**src/rtl/spi_pkg.sv**
```systemverilog
// rtl/spi_pkg.sv - shared SPI link types and defaults
package spi_pkg;

  // Frame state of the responder
  typedef enum logic [1:0] {
    IDLE    = 2'd0,
    SHIFT   = 2'd1,
    WAIT_SS = 2'd2
  } state_t;

  // Frame length shared with the SPI master
  localparam int          FRAME_BITS_DEFAULT = 32;
  // Word returned to the master when nothing fresh was staged
  localparam logic [31:0] FILL_WORD_DEFAULT  = 32'hFFFF_FFFF;
  // Width of the received-bit counter (covers up to 32 bits)
  localparam int          CNT_W              = 6;

endpackage

```
**src/rtl/spi_sync_edge.sv**
```systemverilog
// rtl/spi_sync_edge.sv - multi-stage synchroniser with rise/fall strobes
module spi_sync_edge #(
  parameter int   SYNC_STAGES = 2,
  parameter logic RESET_VALUE = 1'b0
) (
  input  logic clock,
  input  logic reset,
  input  logic raw,
  output logic rise,
  output logic fall
);

  logic [SYNC_STAGES-1:0] chain;
  logic                   hist;

  // Shift the raw pin through the chain; hist holds the previous synchronised level
  always_ff @(posedge clock) begin
    if (reset) begin
      chain <= {SYNC_STAGES{RESET_VALUE}};
      hist  <= RESET_VALUE;
    end else begin
      chain[0] <= raw;
      for (int i = 1; i < SYNC_STAGES; i++) begin
        chain[i] <= chain[i-1];
      end
      hist <= chain[SYNC_STAGES-1];
    end
  end

  assign rise = chain[SYNC_STAGES-1] & ~hist;
  assign fall = ~chain[SYNC_STAGES-1] & hist;

endmodule

```
**src/rtl/spi_slave.sv**
```systemverilog
// rtl/spi_slave.sv - SPI responder top; SPI_SLAVE_FRAME_ERR_EN adds frame_err and err_cnt
module spi_slave
  import spi_pkg::*;
#(
  parameter int          FRAME_BITS  = FRAME_BITS_DEFAULT,
  parameter logic [31:0] FILL_WORD   = FILL_WORD_DEFAULT,
  parameter int          SYNC_STAGES = 2
) (
  input  logic        clock,
  input  logic        reset,
  input  logic [31:0] data_transmit,
  input  logic        tx_load,
  input  logic        mlb,
  output logic [31:0] data_received,
  output logic        done,
  output logic        busy,
  output logic        underrun,
`ifdef SPI_SLAVE_FRAME_ERR_EN
  output logic        frame_err,
  output logic [7:0]  err_cnt,
`endif
  input  logic        sclk,
  input  logic        ss,
  input  logic        din,
  output logic        dout
);

  logic sclk_rise, sclk_fall, ss_fall, ss_rise;
  logic [SYNC_STAGES-1:0] din_chain;
  logic din_s;

  state_t                state;
  logic [FRAME_BITS-1:0] tx_sr, rx_sr;
  logic [CNT_W-1:0]      bit_cnt;
  logic                  mlb_q;
  logic [31:0]           shadow, tx_word, rx_ext;
  logic                  fresh, frame_start;

  spi_sync_edge #(.SYNC_STAGES(SYNC_STAGES), .RESET_VALUE(1'b0)) u_sclk_sync (
    .clock(clock), .reset(reset), .raw(sclk), .rise(sclk_rise), .fall(sclk_fall)
  );

  // ss chain resets low so a reset taken while ss is held low cannot fabricate a falling edge
  spi_sync_edge #(.SYNC_STAGES(SYNC_STAGES), .RESET_VALUE(1'b0)) u_ss_sync (
    .clock(clock), .reset(reset), .raw(ss), .rise(ss_rise), .fall(ss_fall)
  );

  // din travels through the same depth as sclk so a sampled bit lines up with its rise strobe
  always_ff @(posedge clock) begin
    if (reset) begin
      din_chain <= '1;
    end else begin
      din_chain[0] <= din;
      for (int i = 1; i < SYNC_STAGES; i++) begin
        din_chain[i] <= din_chain[i-1];
      end
    end
  end

  assign din_s       = din_chain[SYNC_STAGES-1];
  assign tx_word     = fresh ? shadow : FILL_WORD;
  assign frame_start = (state == IDLE) && ss_fall;

  // Zero-extend the received frame into the 32-bit output word
  always_comb begin
    rx_ext = '0;
    rx_ext[FRAME_BITS-1:0] = rx_sr;
  end

  // Frame FSM, shift registers, shadow staging and status outputs
  always_ff @(posedge clock) begin
    if (reset) begin
      state         <= IDLE;
      tx_sr         <= '1;
      rx_sr         <= '1;
      bit_cnt       <= '0;
      mlb_q         <= 1'b1;
      data_received <= '0;
      done          <= 1'b0;
      busy          <= 1'b0;
      underrun      <= 1'b0;
      dout          <= 1'b1;
      shadow        <= FILL_WORD;
      fresh         <= 1'b0;
`ifdef SPI_SLAVE_FRAME_ERR_EN
      frame_err     <= 1'b0;
      err_cnt       <= '0;
`endif
    end else begin
      done <= 1'b0;
`ifdef SPI_SLAVE_FRAME_ERR_EN
      frame_err <= 1'b0;
`endif
      case (state)
        IDLE: begin
          dout <= 1'b1;
          if (ss_fall) begin
            tx_sr   <= tx_word[FRAME_BITS-1:0];
            rx_sr   <= '1;
            bit_cnt <= '0;
            mlb_q   <= mlb;
            busy    <= 1'b1;
            dout    <= mlb ? tx_word[FRAME_BITS-1] : tx_word[0];
            fresh   <= 1'b0;
            if (!fresh) underrun <= 1'b1;
            state   <= SHIFT;
          end
        end
        SHIFT: begin
          if (bit_cnt == CNT_W'(FRAME_BITS)) begin
            data_received <= rx_ext;
            done          <= 1'b1;
            dout          <= 1'b1;
            busy          <= ~ss_rise;
            state         <= ss_rise ? IDLE : WAIT_SS;
          end else if (ss_rise) begin
            busy  <= 1'b0;
            dout  <= 1'b1;
            state <= IDLE;
`ifdef SPI_SLAVE_FRAME_ERR_EN
            frame_err <= 1'b1;
            if (err_cnt != 8'hFF) err_cnt <= err_cnt + 8'd1;
`endif
          end else begin
            if (sclk_rise) begin
              rx_sr   <= mlb_q ? {rx_sr[FRAME_BITS-2:0], din_s} : {din_s, rx_sr[FRAME_BITS-1:1]};
              bit_cnt <= bit_cnt + 1'b1;
            end
            if (sclk_fall) begin
              tx_sr <= mlb_q ? {tx_sr[FRAME_BITS-2:0], 1'b1} : {1'b1, tx_sr[FRAME_BITS-1:1]};
              dout  <= mlb_q ? tx_sr[FRAME_BITS-2] : tx_sr[1];
            end
          end
        end
        WAIT_SS: begin
          dout <= 1'b1;
          if (ss_rise) begin
            busy  <= 1'b0;
            state <= IDLE;
          end
        end
        default: state <= IDLE;
      endcase
      // A load coinciding with frame start is kept for the next frame
      if (tx_load) begin
        shadow <= data_transmit;
        fresh  <= 1'b1;
        if (!(frame_start && !fresh)) underrun <= 1'b0;
      end
    end
  end

endmodule
```
**config.mk**
```make
export PLATFORM = sky130hd
export DESIGN_NAME = spi_slave
export DESIGN_NICKNAME = d
export VERILOG_FILES = /design/src/rtl/spi_pkg.sv /design/src/rtl/spi_sync_edge.sv /design/src/rtl/spi_slave.sv
export SDC_FILE = /design/constraint.sdc
export NUM_CORES = 1
export LEC_CHECK = 0
export CAP_MARGIN = 20
export CORE_UTILIZATION = 45
export DETAILED_ROUTE_END_ITERATION = 16
export PLACE_DENSITY = 0.68
export REMOVE_ABC_BUFFERS = 1
export SKIP_CTS_REPAIR_TIMING = 1
export SLEW_MARGIN = 20
export SYNTH_ARGS = -nofsm -noshare
export SYNTH_HDL_FRONTEND = slang
export SYNTH_SLANG_ARGS = --single-unit
```
**constraint.sdc**
```tcl
create_clock -name clock -period 1.8 [get_ports clock]
set_input_delay 0.36 -clock clock [delete_from_list [all_inputs] [get_ports clock]]
set_output_delay 0.36 -clock clock [all_outputs]
set_load 0.005 [all_outputs]
```
# Word-level counts from Yosys, hierarchy flattened
# Index checks and enable logic that the tools add are counted.
# W data, S select, Z words.
[word_totals]
register_bits = 150
latchBits = 0
ramBits = 0
romBits = 0
output_inout_bits = 36
wordCells = 96
memories = 0
[op_classes]
addsub = 1
n_mul = 0
n_div = 0
order_cmp = 0
n_eq_ne = 9
shift = 0
mux = 43
bitwise_logic = 10
n_reduce_logical = 16
[ops]
columns = ["cell", "count"]
rows = [
  ["$mux W32", 11],
  ["$pmux W32 S2", 2],
  ["$mux W6", 4],
  ["$mux W1", 18],
  ["$pmux W6 S2", 1],
  ["$ne A2 B2 Y1 const B", 5],
  ["$reduce_and A2 Y1", 5],
  ["$reduce_and A5 Y1", 2],
  ["$mux W2", 4],
  ["$add A6 B1 Y6 const B", 1],
  ["$eq A6 B6 Y1 const B", 1],
  ["$not A1 Y1", 6],
  ["$pmux W1 S3", 2],
  ["$pmux W2 S3", 1],
  ["$reduce_bool A2 Y1", 3],
  ["$and A1 B1 Y1", 4],
  ["$ne A4 B4 Y1 const B", 1],
  ["$reduce_bool A3 Y1", 1],
  ["$eq A2 B1 Y1 const B", 1],
  ["$eq A2 B2 Y1 const B", 1],
  ["$logic_and A1 B1 Y1", 2],
  ["$logic_not A2 Y1", 1],
  ["$reduce_or A2 Y1", 1],
  ["$logic_not A1 Y1", 1],
]

# Logic depth before layout (Yosys ltp)
# Gate-level depths: netlist (run 1).
[logic_depth]
depth_word = 6
depth_mapped = 9

# Hierarchy
# Synthesis (run 1) repeated with hierarchy kept, for this count alone.
[unflattened]
cells_unflattened = 704
hier_area_um2 = 6667.6
[modules_own_cells]
columns = ["module", "instances", "cells_each", "area_each_um2", "seq_area_each_um2"]
rows = [
  ["spi_slave", 1, 688, 6485.0, 2882.8],
  ["spi_sync_edge", 2, 8, 91.3, 60.1],
]

# Worst setup path before layout (run 1)
# Ideal clock, no wire load.
[synth_timing]
path_type = "register -> register"
startpoint = "register state[0]"
endpoint = "register tx_sr[10]"
setup_ns = 0.120
arrival_ns = 1.727
required_time_ns = 1.680
setup_slack_ns = -0.047
stages_incl_launch_ff = 9
n_path_buf = 1
period_less_slack_ns = 1.847
path_cell_list = "dfxtp_1 -> inv_1 -> ha_1 -> nand3b_1 -> nor2_2 -> a31oi_4 -> buf_8 -> a211oi_2 -> a211o_1"
[synth_via]
elab_chain_cells = 3
[synth_lines]
columns = ["item", "line_no", "rtl"]
rows = [
  ["from (decl)", "spi_slave.sv:32", "state_t state;"],
  ["from (signal assigned)", "spi_slave.sv:115", "state <= ss_rise ? IDLE : WAIT_SS;"],
  ["$eq A2 B1 Y1 / $logic_not A2 Y1 (equally long branches)", "spi_slave.sv:94", "case (state)"],
  ["$ne A2 B2 Y1 (no line) / $reduce_bool A2 Y1 (equally long branches)", "n/a", ""],
  ["$reduce_and A5 Y1 (no line)", "n/a", ""],
  ["to (signal assigned)", "spi_slave.sv:98", "tx_sr <= tx_word[FRAME_BITS-1:0];"],
  ["to (signal assigned)", "spi_slave.sv:130", "tx_sr <= mlb_q ? {tx_sr[FRAME_BITS-2:0], 1'b1} : {1'b1, tx_sr[FRAME_BITS-1:1]};"],
  ["to (decl)", "spi_slave.sv:33", "logic [FRAME_BITS-1:0] tx_sr, rx_sr;"],
]
# Several ways; a longest one is shown, not always the timed one.
# A chain may end at the register's enable or synchronous reset.

# Worst setup path after layout (run 1)
[layout_timing]
startpoint = "register state[0]"
endpoint = "register rx_sr[26], in the netlist rx_ext[26]"
[layout_via]
elab_chain_cells = 3
[layout_lines]
columns = ["item", "line_no", "rtl"]
rows = [
  ["$eq A2 B1 Y1 / $logic_not A2 Y1 (equally long branches)", "spi_slave.sv:94", ""],
  ["$ne A2 B2 Y1 (no line) / $reduce_bool A2 Y1 (equally long branches)", "n/a", ""],
  ["$reduce_and A5 Y1 (no line)", "n/a", ""],
  ["to (signal assigned)", "spi_slave.sv:126", "rx_sr <= mlb_q ? {rx_sr[FRAME_BITS-2:0], din_s} : {din_s, rx_sr[FRAME_BITS-1:1]};"],
  ["to (decl)", "spi_slave.sv:33", ""],
]
# Several ways; a longest one is shown, not always the timed one.

==> results of run 1 <==
[registers in the layout, summed over array words and instances (netlist names), 2 cells and up]
signal,count
data_received,32
rx_ext,32
shadow,32
tx_sr,32
bit_cnt,6
din_chain,2
state,2
u_sclk_sync.chain,2
u_ss_sync.chain,2
[power by group]
part | switching (mW) | internal (mW)
Combinational | 0.294 | 0.315
Clock | 1.29 | 1.87
Sequential | 0.0604 | 3.41
[path summary, 6_finish.rpt]
path,startpoint,to,slack (ns),depth (start not counted)
worst min register to register,din_chain[0],din_chain[1],0.42,1
worst min-delay path,reset,u_sclk_sync.hist,0.17,2
worst max register to register,state[0],rx_ext[26],-0.1,8
worst max-delay path,state[0],rx_ext[26],-0.1,8
[worst reg2reg max path, delay by kind of cell, from the launching register on]
kind,cells,cell delay (ns)
AO/OA/AOI/OAI,3,0.67
buffers and inverters,3,0.37
flip-flops,1,0.36
adder cells (fa/ha/maj),1,0.20
AND/OR/NAND/NOR,1,0.18
[final cells by class]
class	count	area share
timing repair buffer	134	0.1692
inverter	10	0.004322
sequential	150	0.3248
tap	188	0.02539
clock buffer	24	0.05308
clock inverter	5	0.002701
multi-input combinational	500	0.4204
[layout by cell type (no fill, tap or decap), drive strengths merged, types with 2 or more instances in the layout]
cell	count
a2111oi	32
a211o	66
a211oi	31
a21oi	72
a31oi	2
and2	2
and3	2
buf	53
clkbuf	33
clkdlybuf4s50	72
clkinv	5
dfxtp	150
ha	6
inv	10
mux2i	30
nand2	35
nand2b	3
nand3	36
nand4	5
nor2	50
nor2b	75
nor3b	32
o31ai	2
or2	3
xor2	4
[routing by layer]
| metal | vias up | GRT usage |
|---|---|---|
| met5 | - | 0 |
| met4 | 0 | 0.07442 |
| met3 | 27 | 0.04418 |
| met2 | 158 | 0.3152 |
| met1 | 2743 | 0.2222 |
| li1 | 2825 | - |
[logic make-up after synthesis]
logic type / synth area share
adders and majority gates: 0.01082
and+or+nand+nor: 0.1972
xor gates and xnor gates: 0.005050
buffers and inverters: 0.05880
AOI/OAI and AO/OA: 0.2504
DFF: 0.4329
muxes: 0.04491
==> summary.txt, run 1 <==
Floorplanning
  • Starting density of the core: 0.4580
  • Die area: approximately 16000 um2
  • Chip height: 126.2 um
  • Cell row count: 45
  • Die Wd: ~130 um
  • I/O pins: 75
  • Core Area: 15150 um2

CTS
  • Clock-pin slew on the worst setup and hold paths: 0.06 ns
  • Skew-Pair Late Insertion Delay: approximately 0.42 ns
  • CTS tree: done
  • Clock root buffer master: clkbuf_16
  • H-tree depth: 4
  • CTS max path bufs: 2
  • Clk sink count: 150
  • CTS buffer count: 17

Run
  • Max_cap viols: 0

Place
  • Post-Place Worst Slack: -0.1529 ns
  • Cell Count Post-Placement: ~950
  • Placed Area: between 7000 and 8000 um2
  • PortBufs: 74
  • GPL Wtd Cong: ~0.83
  • Dpl hpwl: roughly 9000 um

STA
  • RSZ-0062 raised after global routing: yes
  • Setup_tns: -2.772 ns
  • Final worst slack: -0.09965 ns
  • Min cycle time layout: around 1.9 ns
  • Hold_ws: around 0.17 ns
  • Final Hold Vio Count: 0
  • Fin. max-slew vios: 0
  • Worst Tran Pin Value: 0.4770 ns
  • Part of the cycle the worst path needs: 1.055
  • Setup Viol. Count Final: 63
  • Relative slew slack: 0.6820
  • FMAX: around 0.53 GHz
  • Layout Skew: 0.01004 ns

Logic synthesis
  • Yosys top cell area share: 0.4329
  • Register area share after synthesis: 0.4329
  • Synth area leader: dfxtp_1
  • Average cell area after synthesis: approximately 9.5 um2
  • Yosys cell types: 50
  • FF+latch count, synth: 150
  • Post-Syn Instances: 732
  • Yosys warnings: 0
  • Post-synth top cells: dfxtp_1 (150), nor2b_1 (74), a21oi_1 (72)
  • Mapped Area: 6937 um2
  • EDFF count, synth: 0
  • Post-synth top flop: dfxtp_1
  • Async S/R FF share, synth: 0
  • Dominant cells by area after synthesis: dfxtp_1 (43%), a211o_1 (8.3%), nor2b_1 (6.7%)
  • Most frequent cell after synthesis: dfxtp_1

Pwr
  • Maximum VDD drop: 0.7593 mV
  • Leak: 3.345 nW
  • Final total power: between 7 and 8 mW
  • Pwr/cell area: around 780 nW/um2

Global route
  • Global-route wire length before repair: 23940 um
  • Vias in the first global route: between 5000 and 6000
  • Initial antenna violation count: 0
  • Tot GR Track Use: 0.1844
  • Gr ovfl total: 0
  • Largest net degree at the start of global routing: around 110

Critical path
  • Startpoint type of the worst setup path: flip-flop
  • WP data required: between 2 and 2.5 ns
  • Setup crit end kind: flip-flop
  • Crit path max fanout: 19
  • Arr. time, crit path: ~2.2 ns
  • Critical path class: reg2reg
  • Crit-path cells: buf_6 -> ha_4 -> inv_4 -> o22ai_4 -> nand3_4 -> buf_12 -> a2111oi_2 -> a21oi_1
  • Critical path buffers and inverters: 3
  • CP peak stage delay: around 0.36 ns
  • CP max-delay cell: dfxtp_2
  • Worst path top cell family by delay: compound AO/OA/AOI/OAI gates

Run status
  • Status: finished with violations
  • Failing checks: setup timing

Routing
  • Met2 Wirelength: about 8400 um
  • Final WL: ~16000 um
  • Initial drt markers: about 460
  • Metal1 wirelength: between 7000 and 8000 um
  • DR top layer: met4
  • Remaining antenna violation count after routing: 0
  • Post-DR vias/cell: around 5.7
  • DR vias: ~5800
  • DRT Pass-1 Iters: 5
  • Routed wl met3: between 600 and 700 um
  • Detailed-route wire length per cell: between 15 and 20 um
  • Drt drc: 0

Min path
  • Worst min-delay path class: in2reg

Layout
  • Post-layout nets: between 800 and 900
  • Area occupied by multi-input gates: roughly 3900 um2
  • Layout cell share with drive strength beyond 1: 0.2041
  • Reg area: approximately 3000 um2
  • FILL cells: 1182
  • Core Util, Final: 0.6116
  • Antenna diodes: 0
  • Area Growth Syn to Fin: 33.55%
  • Design area: between 9000 and 10000 um2
  • Non-Filler Instances: ~1000
Note: power is estimated with default switching activity, not from simulation.
==> run 2: changes to the inputs <==
--- a/config.mk
+++ b/config.mk
@@ -6,9 +6,9 @@
 export NUM_CORES = 1
 export LEC_CHECK = 0
 export CAP_MARGIN = 20
-export CORE_UTILIZATION = 45
+export CORE_MARGIN = 2
+export CORE_UTILIZATION = 30
 export DETAILED_ROUTE_END_ITERATION = 16
-export PLACE_DENSITY = 0.68
 export REMOVE_ABC_BUFFERS = 1
 export SKIP_CTS_REPAIR_TIMING = 1
 export SLEW_MARGIN = 20
==> summary.txt, run 2 (same netlist as run 1, synthesis figures left out) <==
Pwr
  • Leak: 3.529 nW
  • Pwr/cell area: 788.2 nW/um2
  • Maximum VDD drop: around 0.63 mV

Layout
  • Layout cell share with drive strength beyond 1: 0.2547
  • Design area: 10070 um2
  • FILL cells: 2100
  • Most frequent cells in the layout: dfxtp_1 (145), nor2b_1 (73), clkdlybuf4s50_1 (72), a211o_1 (66), a21oi_1 (62)
  • Area occupied by multi-input gates: about 4200 um2
  • Non-Filler Instances: 1129
  • Post-layout nets: 877
  • Area Growth Syn to Fin: 45.24%
  • Reg area: around 3000 um2
  • Commonest non-fill, non-tap cell in the layout: dfxtp_1
  • Antenna diodes: 0

STA
  • Relative slew slack: 0.6546
  • Min cycle time layout: between 1.5 and 2 ns
  • Setup_tns: -1.657 ns
  • FMAX: approximately 0.54 GHz
  • Part of the cycle the worst path needs: 1.037
  • RSZ-0062 raised after global routing: yes
  • Worst Tran Pin Value: just over 0.5 ns
  • Final Hold Vio Count: 0
  • Final worst slack: -0.06680 ns
  • Layout Skew: between 0.007 and 0.008 ns
  • Setup Viol. Count Final: 38
  • Fin. max-slew vios: 0

CTS
  • Clk sink count: 150
  • CTS buffer count: 17
  • Clock-pin slew on the worst setup and hold paths: approximately 0.060 ns
  • CTS max path bufs: 2
  • H-tree depth: 4
  • Clock root buffer master: clkbuf_16
  • Skew-Pair Late Insertion Delay: about 0.42 ns
  • CTS tree: done

Global route
  • Largest net degree at the start of global routing: 111
  • Global-route wire length before repair: about 26000 um
  • Tot GR Track Use: 0.1275
  • Vias in the first global route: just over 5000
  • Gr ovfl total: 0
  • Initial antenna violation count: 0

Routing
  • Remaining antenna violation count after routing: 0
  • DR vias: ~5800
  • Initial drt markers: between 300 and 400
  • Final WL: 18270 um
  • DRT Pass-1 Iters: 5
  • Detailed-route wire length per cell: between 15 and 20 um
  • Post-DR vias/cell: a little over 5
  • Drt drc: 0

Floorplanning
  • Die area: between 20000 and 25000 um2
  • I/O pins: 75
  • Starting density of the core: 0.3064
  • Die Wd: around 160 um
  • Core Area: about 23000 um2
  • Cell row count: 55
  • Chip height: ~160 um

Critical path
  • Setup crit end kind: flip-flop
  • Crit path max fanout: 8
  • Crit-path cells: buf_6 -> ha_4 -> inv_4 -> o22ai_4 -> a31oi_4 -> buf_6 -> clkbuf_16 -> a211o_1
  • Critical path class: reg2reg
  • Critical path buffers and inverters: 4
  • Startpoint type of the worst setup path: flip-flop
  • CP dominant cell by count: buf_6
  • CP max-delay cell: dfxtp_2
  • Worst path top cell family by delay: compound AO/OA/AOI/OAI gates
  • WP data required: 2.11 ns
  • CP peak stage delay: 0.34 ns
  • Arr. time, crit path: 2.18 ns

Place
  • Dpl hpwl: around 9600 um
  • PortBufs: 74
  • Cell Count Post-Placement: approximately 1100
  • GPL Wtd Cong: 0.7626
  • Placed Area: 8173 um2

Run
  • Max_cap viols: 0

Run status
  • Failing checks: setup timing
  • Status: finished with violations

Min path
  • Worst min-delay path class: in2reg
==> run 2: changes by cell type in the layout (fill, tap and decap cells not counted), sizes merged <==
cell,before,now
buf,53,70
bufinv,0,4
clkinv,5,4
clkinvlp,0,1
==> run 2: per-layer routing <==
metal | vias to the layer above | part of all wire | global-route usage
li1 | 2863 | - | -
met1 | 2765 | 0.46 | 0.1744
met2 | 132 | 0.49 | 0.2025
met3 | 27 | 0.035 | 0.03111
met4 | 0 | 0.013 | 0.03014
met5 | - | 0 | 0
==> run 2: path summary, 6_finish.rpt <==
kind / start / end / slack [ns] / cells after the start
max: state[0] / tx_sr[24] / -0.07 / 8
min: reset / data_received[30] / 0.19 / 2
max reg2reg: state[0] / tx_sr[24] / -0.07 / 8
min reg2reg: din_chain[0] / din_chain[1] / 0.41 / 1
==> run 2: where the power goes <==
| group | internal (mW) | switching, mW |
|---|---|---|
| combinational | 0.341 | 0.328 |
| clock | 2.42 | 1.38 |
| sequential | 3.41 | 0.0583 |
| total | 6.17 | 1.77 |
==> run 2: cell type report <==
| class | count | share of cell area |
|---|---|---|
| clock buffers | 22 | 0.04719 |
| clock inverters | 9 | 0.01465 |
| flip-flops and latches | 150 | 0.2989 |
| multi-input cells | 500 | 0.4204 |
| repair buffers | 153 | 0.1795 |
| well taps | 285 | 0.03539 |
| inverters | 10 | 0.003974 |
==> run 2: worst register-to-register path: cells and delay by family (launching register included) <==
kind,cells,cell delay [ns]
AOI/OAI and AO/OA,3,0.73
DFF,1,0.34
adders and majority gates,1,0.18
buffers and inverters,4,0.50
==> run 2: through the flow <==
step	total power, mW	hold slack [ns]	setup WS (ns)	utilization
floorplan	3.807	0.3895	-2.749	-
global placement	4.078	0.4016	-0.1211	0.3610
detailed placement	4.082	0.4022	-0.1300	0.3610
CTS	7.887	0.1737	-0.1521	0.3885
global route	8.223	0.1796	-0.1587	0.4450
finish	7.940	0.1904	-0.06680	0.4450
==> run 3: changes to the inputs <==
==> constraint.sdc (replaced) <==
create_clock -name clock -period 1.8 [get_ports clock]
set_input_delay 0.36 -clock clock [delete_from_list [all_inputs] [get_ports clock]]
set_output_delay 0.36 -clock clock [all_outputs]
set_load 0.02 [all_outputs]
==> summary.txt, run 3 (same netlist as run 1, synthesis figures left out) <==
CTS
  • H-tree depth: 4
  • Skew-Pair Late Insertion Delay: approximately 0.42 ns
  • CTS buffer count: 17
  • Clock root buffer master: clkbuf_16
  • CTS tree: done
  • Clk sink count: 150
  • CTS max path bufs: 2
  • Clock-pin slew on the worst setup and hold paths: approximately 0.060 ns

STA
  • Layout Skew: 0.007688 ns
  • Final worst slack: -0.06680 ns
  • Setup Viol. Count Final: 38
  • Final Hold Vio Count: 0
  • RSZ-0062 raised after global routing: yes
  • Fin. max-slew vios: 0
  • Min cycle time layout: ~1.9 ns
  • Part of the cycle the worst path needs: 1.037
  • Hold_ws: around 0.19 ns
  • Setup_tns: -1.657 ns
  • Relative slew slack: 0.6546
  • Worst Tran Pin Value: between 0.5 and 0.6 ns
  • FMAX: between 0.5 and 0.6 GHz

Layout
  • Post-layout nets: approximately 900
  • Most frequent cells in the layout: dfxtp_1 (145), nor2b_1 (73), clkdlybuf4s50_1 (71), a211o_1 (66), a21oi_1 (62)
  • Antenna diodes: 0
  • Layout cell share with drive strength beyond 1: 0.2547
  • Area Growth Syn to Fin: 45.27%
  • Non-Filler Instances: between 1000 and 1500
  • Core Util, Final: 0.4451
  • Commonest non-fill, non-tap cell in the layout: dfxtp_1

Floorplanning
  • Cell row count: 55
  • Die Wd: between 150 and 200 um
  • Starting density of the core: 0.3064
  • Core Area: between 20000 and 25000 um2
  • I/O pins: 75
  • Die area: 24350 um2
  • Chip height: 156.1 um

Critical path
  • Crit-path cells: buf_6 -> ha_4 -> inv_4 -> o22ai_4 -> a31oi_4 -> buf_6 -> clkbuf_16 -> a211o_1
  • Setup crit end kind: flip-flop
  • Critical path buffers and inverters: 4
  • CP max-delay cell: dfxtp_2
  • CP peak stage delay: 0.34 ns
  • Worst path top cell family by delay: compound AO/OA/AOI/OAI gates
  • Critical path class: reg2reg
  • CP dominant cell by count: buf_6
  • Arr. time, crit path: approximately 2.2 ns
  • WP data required: 2.11 ns
  • Crit path max fanout: 8
  • Startpoint type of the worst setup path: flip-flop

Place
  • GPL Wtd Cong: roughly 0.76
  • Cell Count Post-Placement: roughly 1100
  • PortBufs: between 70 and 80
  • Dpl hpwl: roughly 9600 um

Global route
  • Initial antenna violation count: 0
  • Largest net degree at the start of global routing: ~110
  • Vias in the first global route: roughly 5000
  • Global-route wire length before repair: 25670 um
  • Tot GR Track Use: 0.1275
  • Gr ovfl total: 0

Routing
  • DRT Pass-1 Iters: 5
  • DR vias: approximately 5800
  • Detailed-route wire length per cell: about 16 um
  • Drt drc: 0
  • Remaining antenna violation count after routing: 0
  • Initial drt markers: around 360
  • Post-DR vias/cell: between 5 and 6
  • Final WL: 18270 um

Run
  • Max_cap viols: 0

Run status
  • Failing checks: setup timing
  • Status: finished with violations

Pwr
  • Leak: 3.548 nW
  • Pwr/cell area: 788.3 nW/um2
  • Maximum VDD drop: between 0.6 and 0.7 mV

Min path
  • Worst min-delay path class: in2reg
## run 3: cell count changes in the layout (fill, tap and decap cells not counted)
cell / change
dlymetal6s2s_1: +1
clkdlybuf4s50_1: -1
## run 3: metrics by stage
step	setup WS, ns	cell area (um2)	total power [mW]
floorplan	-2.749	6566	3.810
detailed placement	-0.1300	8173	4.085
global route	-0.1587	10080	8.226
global placement	-0.1211	8173	4.081
CTS	-0.1521	8796	7.890
finish	-0.06680	10080	7.943
## run 3: worst paths after layout
path,start,endpoint,slack (ns),depth (start not counted)
worst max-delay path,state[0],tx_sr[24],-0.07,8
worst min-delay path,reset,data_received[30],0.19,2
worst max register to register,state[0],tx_sr[24],-0.07,8
worst min register to register,din_chain[0],din_chain[1],0.41,1
## run 3: final cells by class
class                   count  area (um2)
flip-flops and latches    150        3012
multi-input cells         500        4235
repair buffers            153        1810
inverters                  10       40.04
clock buffers              22       475.5
fillers                  2099       12560
well taps                 285       356.6
clock inverters             9       147.6
## run 3: layer usage
layer  part of all wire  vias to the layer above  wire [um]  global-route usage
met5                  0                        -          0                   0
met4              0.013                        0        231             0.03014
met3              0.036                       27        649             0.03111
met2               0.49                      132       9031              0.2025
met1               0.46                     2765       8357              0.1744
li1                   -                     2863          -                   -
## run 3: where the power goes
group / switching, mW / leakage [nW] / internal (mW)
registers: 0.0583 / 1.23 / 3.41
logic: 0.331 / 2.02 / 0.341
clock network: 1.38 / 0.305 / 2.42
